[src/rtl/greenhouse_pkg.sv]
// Shared types and register-map constants for the greenhouse actuator controller.
package greenhouse_pkg;

    typedef enum logic [1:0] {
        IDLE,
        IRRIGATE,
        VENTILATE,
        DONE
    } gh_state_t;

    localparam logic [3:0] CTRL_OFF = 4'h0;
    localparam logic [3:0] IRR_OFF  = 4'h4;
    localparam logic [3:0] VENT_OFF = 4'h8;
    localparam logic [3:0] STAT_OFF = 4'hC;

    localparam int unsigned CTRL_START_IRR  = 0;
    localparam int unsigned CTRL_START_VENT = 1;
    localparam int unsigned CTRL_ABORT      = 2;

    localparam int unsigned STAT_BUSY     = 0;
    localparam int unsigned STAT_IRR      = 1;
    localparam int unsigned STAT_VENT     = 2;
    localparam int unsigned STAT_DONE     = 3;
    localparam int unsigned STAT_IRQ      = 4;
    localparam int unsigned STAT_CLR_DONE = 0;

endpackage

[src/rtl/gh_phase_timer.sv]
// Down-counting phase timer: load takes priority, counts down while enabled, holds at zero.
module gh_phase_timer #(
    parameter int unsigned DUR_W = 16
) (
    input  logic             clk,
    input  logic             reset,
    input  logic             load,
    input  logic [DUR_W-1:0] load_val,
    input  logic             en,
    output logic             zero
);

    logic [DUR_W-1:0] count;

    always_ff @(posedge clk or negedge reset) begin
        if (!reset) begin
            count <= '0;
        end else if (load) begin
            count <= load_val;
        end else if (en && (count != '0)) begin
            count <= count - DUR_W'(1);
        end
    end

    assign zero = (count == '0);

endmodule

[src/rtl/greenhouse_io_ctrl.sv]
// Memory-mapped irrigation/ventilation sequencer on the CPU data bus.
// Optional GREENHOUSE_IRQ_EN adds a completion interrupt output (STATUS bit4).
module greenhouse_io_ctrl
    import greenhouse_pkg::*;
#(
    parameter logic [31:0] BASE_ADDR = 32'h0000_0200,
    parameter int unsigned DUR_W     = 16
) (
    input  logic        clk,
    input  logic        reset,
    input  logic        MemWrite,
    input  logic [31:0] DataAdr,
    input  logic [31:0] WriteData,
    output logic [31:0] ReadData,
    output logic        sel,
    output logic        irrigation_active,
    output logic        ventilation_active,
    output logic        peripheral_done
`ifdef GREENHOUSE_IRQ_EN
    ,
    output logic        irq
`endif
);

    gh_state_t        state, next_state;
    logic [DUR_W-1:0] irr_dur, vent_dur, tmr_val;
    logic [3:0]       off;
    logic             wr, ctrl_wr, start, abort, stat_clr;
    logic             busy, vent_req, tmr_load, tmr_zero, done_evt;
    logic [31:0]      status;
    logic             unused_bits;

    assign sel      = (DataAdr[31:4] == BASE_ADDR[31:4]);
    assign off      = {DataAdr[3:2], 2'b00};
    assign wr       = MemWrite && sel;
    assign ctrl_wr  = wr && (off == CTRL_OFF);
    assign abort    = ctrl_wr && WriteData[CTRL_ABORT];
    assign start    = ctrl_wr && !WriteData[CTRL_ABORT] &&
                      (WriteData[CTRL_START_IRR] || WriteData[CTRL_START_VENT]);
    assign stat_clr = wr && (off == STAT_OFF) && WriteData[STAT_CLR_DONE];
    assign busy     = (state == IRRIGATE) || (state == VENTILATE);

    assign unused_bits = ^{DataAdr[1:0], WriteData[31:DUR_W]};

    always_ff @(posedge clk or negedge reset) begin
        if (!reset) begin
            irr_dur  <= '0;
            vent_dur <= '0;
        end else begin
            if (wr && (off == IRR_OFF))  irr_dur  <= WriteData[DUR_W-1:0];
            if (wr && (off == VENT_OFF)) vent_dur <= WriteData[DUR_W-1:0];
        end
    end

    gh_phase_timer #(.DUR_W(DUR_W)) u_timer (
        .clk      (clk),
        .reset    (reset),
        .load     (tmr_load),
        .load_val (tmr_val),
        .en       (busy),
        .zero     (tmr_zero)
    );

    // Zero-length phases are skipped at decision time so they never produce an active pulse.
    always_comb begin
        next_state = state;
        tmr_load   = 1'b0;
        tmr_val    = '0;
        case (state)
            IDLE, DONE: begin
                if (start) begin
                    if (WriteData[CTRL_START_IRR] && (irr_dur != '0)) begin
                        next_state = IRRIGATE;
                        tmr_load   = 1'b1;
                        tmr_val    = irr_dur - DUR_W'(1);
                    end else if (WriteData[CTRL_START_VENT] && (vent_dur != '0)) begin
                        next_state = VENTILATE;
                        tmr_load   = 1'b1;
                        tmr_val    = vent_dur - DUR_W'(1);
                    end else begin
                        next_state = DONE;
                    end
                end else if ((state == DONE) && stat_clr) begin
                    next_state = IDLE;
                end
            end
            IRRIGATE: begin
                if (abort) begin
                    next_state = IDLE;
                end else if (tmr_zero) begin
                    if (vent_req && (vent_dur != '0)) begin
                        next_state = VENTILATE;
                        tmr_load   = 1'b1;
                        tmr_val    = vent_dur - DUR_W'(1);
                    end else begin
                        next_state = DONE;
                    end
                end
            end
            VENTILATE: begin
                if (abort) next_state = IDLE;
                else if (tmr_zero) next_state = DONE;
            end
            default: next_state = IDLE;
        endcase
    end

    assign done_evt = (next_state == DONE) && ((state != DONE) || start);

    always_ff @(posedge clk or negedge reset) begin
        if (!reset) begin
            state              <= IDLE;
            vent_req           <= 1'b0;
            irrigation_active  <= 1'b0;
            ventilation_active <= 1'b0;
            peripheral_done    <= 1'b0;
        end else begin
            state              <= next_state;
            if (start && !busy) vent_req <= WriteData[CTRL_START_VENT];
            irrigation_active  <= (next_state == IRRIGATE);
            ventilation_active <= (next_state == VENTILATE);
            peripheral_done    <= (next_state == DONE);
        end
    end

`ifdef GREENHOUSE_IRQ_EN
    always_ff @(posedge clk or negedge reset) begin
        if (!reset)        irq <= 1'b0;
        else if (done_evt) irq <= 1'b1;
        else if (stat_clr) irq <= 1'b0;
    end
`endif

    always_comb begin
        status            = '0;
        status[STAT_BUSY] = busy;
        status[STAT_IRR]  = irrigation_active;
        status[STAT_VENT] = ventilation_active;
        status[STAT_DONE] = peripheral_done;
`ifdef GREENHOUSE_IRQ_EN
        status[STAT_IRQ]  = irq;
`else
        status[STAT_IRQ]  = done_evt & 1'b0;
`endif
    end

    always_comb begin
        ReadData = '0;
        if (sel) begin
            case (off)
                IRR_OFF:  ReadData = {{(32-DUR_W){1'b0}}, irr_dur};
                VENT_OFF: ReadData = {{(32-DUR_W){1'b0}}, vent_dur};
                STAT_OFF: ReadData = status;
                default:  ReadData = '0;
            endcase
        end
    end

endmodule
[config.mk]
export PLATFORM = sky130hd
export DESIGN_NAME = greenhouse_io_ctrl
export DESIGN_NICKNAME = d
export VERILOG_FILES = /design/src/rtl/greenhouse_pkg.sv /design/src/rtl/gh_phase_timer.sv /design/src/rtl/greenhouse_io_ctrl.sv
export SDC_FILE = /design/constraint.sdc
export NUM_CORES = 1
export LEC_CHECK = 0
export BUFFER_PORTS_ARGS = -buffer_cell sky130_fd_sc_hd__buf_2
export CORE_UTILIZATION = 30
export CTS_BUF_LIST = sky130_fd_sc_hd__clkbuf_8
export CTS_CLUSTER_DIAMETER = 150
export DETAILED_ROUTE_END_ITERATION = 7
export GPL_TIMING_DRIVEN = 0
export PLACE_DENSITY_LB_ADDON = 0.08
export SLEW_MARGIN = 20
export SYNTH_ARGS = -nofsm -noshare
export SYNTH_HDL_FRONTEND = slang
export SYNTH_SLANG_ARGS = --single-unit
[constraint.sdc]
create_clock -name clk -period 3 [get_ports clk]
set_input_delay 0.15 -clock clk [delete_from_list [all_inputs] [get_ports clk]]
set_output_delay 0.15 -clock clk [all_outputs]
set_load 0.03 [all_outputs]
# Word level (Yosys, flattened, before mapping)
# Cells that the tools add are included.
[word_totals]
regBits = 54
inputBits = 67
wordCells = 76
output_inout_bits = 36
[op_classes]
eq_ne = 10
muxes = 28
add_sub_neg = 3
reduce_logical = 27
[op_table]
columns = ["op", "n"]
rows = [
  ["16-bit two-way mux", 9],
  ["16-bit case mux with 3 select lines", 1],
  ["16-bit nonzero test", 3],
  ["16-bit by 1-bit subtractor with 16-bit output (second input constant)", 3],
  ["16-bit case mux with 2 select lines", 1],
  ["28-bit by 6-bit equality test with 1-bit output (second input constant)", 1],
  ["16-bit zero test", 1],
  ["1-bit logical AND", 15],
  ["2-bit two-way mux", 7],
  ["2-bit equality test (second input constant)", 6],
  ["1-bit two-way mux", 8],
  ["2-bit by 1-bit equality test with 1-bit output (second input constant)", 3],
  ["2-bit case mux with 3 select lines", 1],
  ["4-bit zero test", 1],
  ["1-bit zero test", 2],
  ["2-bit zero test", 1],
  ["1-bit logical OR", 2],
  ["1-bit case mux with 2 select lines", 1],
  ["2-bit nonzero test", 1],
  ["2-bit OR reduction", 1],
]

# Depth between registers and ports, before layout
[logic_depth]
word_depth = 9
mapped_depth = 11
depth_no_buf = 9

# Modules after synthesis
# A second synthesis with hierarchy kept.
[unflattened]
hier_cells = 430
hier_area_um2 = 3977.6
[modules_own_cells]
columns = ["mod", "cells_per_inst", "seq_area_each_um2", "area_per_inst_um2", "instances"]
rows = [
  ["greenhouse_io_ctrl", 306, 950.9, 2914.0, 1],
  ["gh_phase_timer", 124, 400.4, 1063.5, 1],
]

# Worst setup path after synthesis
# OpenSTA, ideal clock, no wires.
[synth_path]
kind = "reg-to-reg"
start = "reg u_timer.count[0]"
end = "reg u_timer.count[4]"
t_arrival_ns = 2.739
period_less_slack_ns = 2.870
required_ns = 2.869
setup_ns = 0.131
stages_incl_launch_ff = 11
setup_slack_ns = 0.130
n_path_buf = 1
cell_sequence = "dfrtp_1 > inv_1 > ha_1 > or3b_2 > nor4_4 > nand3_2 > or2_4 > a21o_1 > buf_6 > and3_1 > or3_1"
[synth_between]
elab_chain_cells = 5
word_cells_on_any_way = 13
classes_between = "add/sub (1); mux (8); reduce/logical (4)"
[synth_rtl]
columns = ["element", "line", "source"]
rows = [
  ["start, declared", "gh_phase_timer.sv:13", "logic [DUR_W-1:0] count;"],
  ["start signal, assigned", "gh_phase_timer.sv:19", "count <= load_val;"],
  ["start signal, assigned", "gh_phase_timer.sv:21", "count <= count - DUR_W'(1);"],
  ["branches (longest 5 deep; another with 16-bit by 1-bit subtractor with 16-bit output)", "-", ""],
]
# Several ways; the timed one is not identified. The select of a mux whose other input is x is not followed.
# A chain may end at the register's enable or synchronous reset.

# Worst setup path after layout
[layout_path]
start = "reg u_timer.count[4]"
end = "reg u_timer.count[4]"
# The elaborated chain is that of the path after synthesis.

==> results.toml <==
[clock_network]
clock_latency_ps = 330
cts_made_buffers = 5
clock_sinks = 54
clockRootBuffer = "clkbuf_8"
htree_num_levels = 2
cts_tree = "done"
clock_path_buffers = 2
clk_pin_slew_ps = 100

[setup_path]
cp-start-kind = "register"
r2r_cells = 8
critical_path_class = "reg -> reg"
cp.required_ps = 3220
critPathCaptureType = "register"
r2r_slack_ps = 120
path_max_fanout = 10
cp.arrival_ps = 3110

[yosys]
synth_xor_area_share_pct = 7.78
synth_cell_types = 66
synth_cells = 419
netlist_area_um2 = 3830
synth_adder_area_share_pct = 2.29
syn_avg_cell_area_um2 = 9.14
synth_ff_type = "dfrtp_1"
ys_ff_latch = 54
ys_warn_count = 0
yosys-top-cells-area = "dfrtp_1, mux2_2, xnor2_1, nor2_1, a22oi_1"
ys_seq_area_share_pct = 35.3
async_flop_share_pct = 100
synth_mux_area_share_pct = 9.67
synth-simple-area-share_pct = 22.0
synth_top_area_cell = "dfrtp_1"
synth_enable_flop_cells = 0
synth_compound_area_share_pct = 15.8
synth_top_area_share_pct = 35.3
synth_top_family_by_area = "simple AND/OR/NAND/NOR gates"

[sta]
setup-violations-final = 0
fmax_mhz = 347
finalMaxSlewViolations = 0
finalSetupTns_ps = 0
setup_ws_ps = 116
worstMarginPinSlew_ps = 860
max-slew-margin-rel_pct = 42.1
period_share_pct = 96.1
grt_setup_unrepaired = "no"
hold_violations = 0
fin_crit_ps = 2880
fin_worst_skew_ps = 8.65

[drt]
ant_nets = 0
drt_iter0_markers = 151
vias = 3424
vias_per_cell = 5.07
wl_mm = 11.1
routedWlPerCell_um = 16.4
dr.pass1.iters = 4
drc = 0

[power_and_ir_drop]
clkPwrFrac_pct = 33.0
p_leak_uw = 0.00202
p_seq_share_pct = 57.1
p_int_uw = 935
combinationalPowerShare_pct = 10.0
powerDensity_nw_per_um2 = 277
ir_drop_uv = 181
switching_share_pct = 26.6
switchingPower_uw = 339

[job]
max_cap_viol_count = 0

[outcome]
status = "complete, no violations"

[global_routing]
grt_use_total_pct = 18.0
first_global_vias = 3332
use_met2_pct = 29.7
busiest_layer = "met2"
grtUsageMet1_pct = 23.6
grt_pass1_wl_mm = 18.0
overflow = 0
antenna_found_initial = 0
met3_usage_pct = 3.95
grt_start_max_net_pins = 55

[layout]
diodes = 0
final_cell_mix = "buf_2, dfrtp_1, nor2_1"
fill_cells = 1315
fin_area_um2 = 4610
nets = 581
final_common_cell = "buf_2"
drive_gt1_share_pct = 29.5
final_core_util_pct = 37.7
syn_to_final_growth_pct = 20.3

[die]
fp.coreArea_um2 = 12200
fp.dieW_um = 115
fp-row-count = 40
die_h_um = 115
initial_core_util_pct = 31.4
dieArea_um2 = 13200
pin_count = 103

[placement]
gp_congestion = 0.795
place_ws_ps = -423
dp.final_hpwl_mm = 8.51
portBuffers = 66
place_area_um2 = 4430

[hold_path]
whs_path_depth = 2
hold_path_class = "in -> reg"
-- routing by layer --
metal,routed length (um),up-vias
li1,-,1687
met1,5200,1661
met2,5330,68
met3,448,8
met4,133,0
met5,0,-
-- logic make-up after synthesis --
logic type	count (synthesis)
DFF	54
xor gates and xnor gates	34
adders and majority gates	7
buffers and inverters	53
other	1
AOI/OAI and AO/OA	84
and+or+nand+nor	153
muxes	33
-- power by group through the flow --
stage	logic, uW	registers (uW)	clock network [uW]
after CTS	128	727	446
after global routing	140	728	485
after global placement	123	742	0
after floorplan	66.0	742	0
final	127	727	420
after detailed placement	125	742	0
-- final timing paths --
path | start | end
setup / recovery | u_timer.count[4] | u_timer.count[4]
hold / removal | WriteData[15] | irr_dur[15]
setup reg to reg | u_timer.count[4] | u_timer.count[4]
hold reg to reg | vent_req | vent_req
max in group asynchronous | reset | irr_dur[10]
min in group asynchronous | reset | u_timer.count[4]
-- synth_stat cells (2+ instances only) --
library cell and count:
and2_1 2, xnor2_1 25, nor4_1 18, a21o_1 2
mux2_2 32, nand4b_1 2, nand2b_1 4, a22oi_1 17
a31oi_1 3, nand4_1 6, xor2_1 9, nor3b_1 2
inv_1 11, o21ai_0 15, a211oi_1 2, ha_1 7
o221ai_1 4, a32o_1 2, nor2_1 41, buf_4 16
nor3_1 12, dfrtp_1 54, o22ai_1 2, nand2_1 23
nor2b_1 5, a21oi_1 9, a21boi_0 5, or4b_2 2
o31ai_1 3, a221oi_1 2, buf_2 3, or2_2 2
and3_1 4, or3_1 3, nand3_1 9, o211ai_1 2
or4_1 9, clkbuf_1 22
-- area by class of cell --
class,instances,area [um^2],area share [%]
Tap cell,168,210,4.56
Clock inverter,3,17.5,0.380
Clock buffer,5,68.8,1.49
Buffer,38,216,4.70
Timing Repair Buffer,70,365,7.93
Inverter,11,41.3,0.896
Multi-Input combinational cell,327,2340,50.7
Sequential cell,54,1350,29.3
-- timing repair --
item,in CTS,in global routing
pin swaps,1,4
setup buffers,1,2
hold buffers,1,0
resized for setup,8,8
endpoints found under the hold margin,54,0
cloned,0,0
endpoints found under the setup margin,15,22
-- worst max-delay path: stages, from the launching register on --
cell and delay (ps):
dfrtp_1 460, or4_1 600, nor4_4 420, nand3_2 150, or2_4 290, a21o_1 190
buf_6 140, and3_1 170, or3_1 350
-- through the flow --
step / hold slack (ps) / std cells / power, uW
after floorplan: -146 / 434 / 808
after global placement: 397 / 668 / 865
after detailed placement: 272 / 668 / 867
after CTS: 43.7 / 677 / 1300
after global routing: 37.3 / 676 / 1350
final: 59.7 / 676 / 1270
-- flip-flops by register name, summed over array words and instances, names as in the netlist --
signal	flops
irr_dur	16
irrigation_active	1
peripheral_done	1
state	2
u_timer.count	16
vent_dur	16
vent_req	1
ventilation_active	1
No activity file was read; power rests on OpenSTA's default activity.
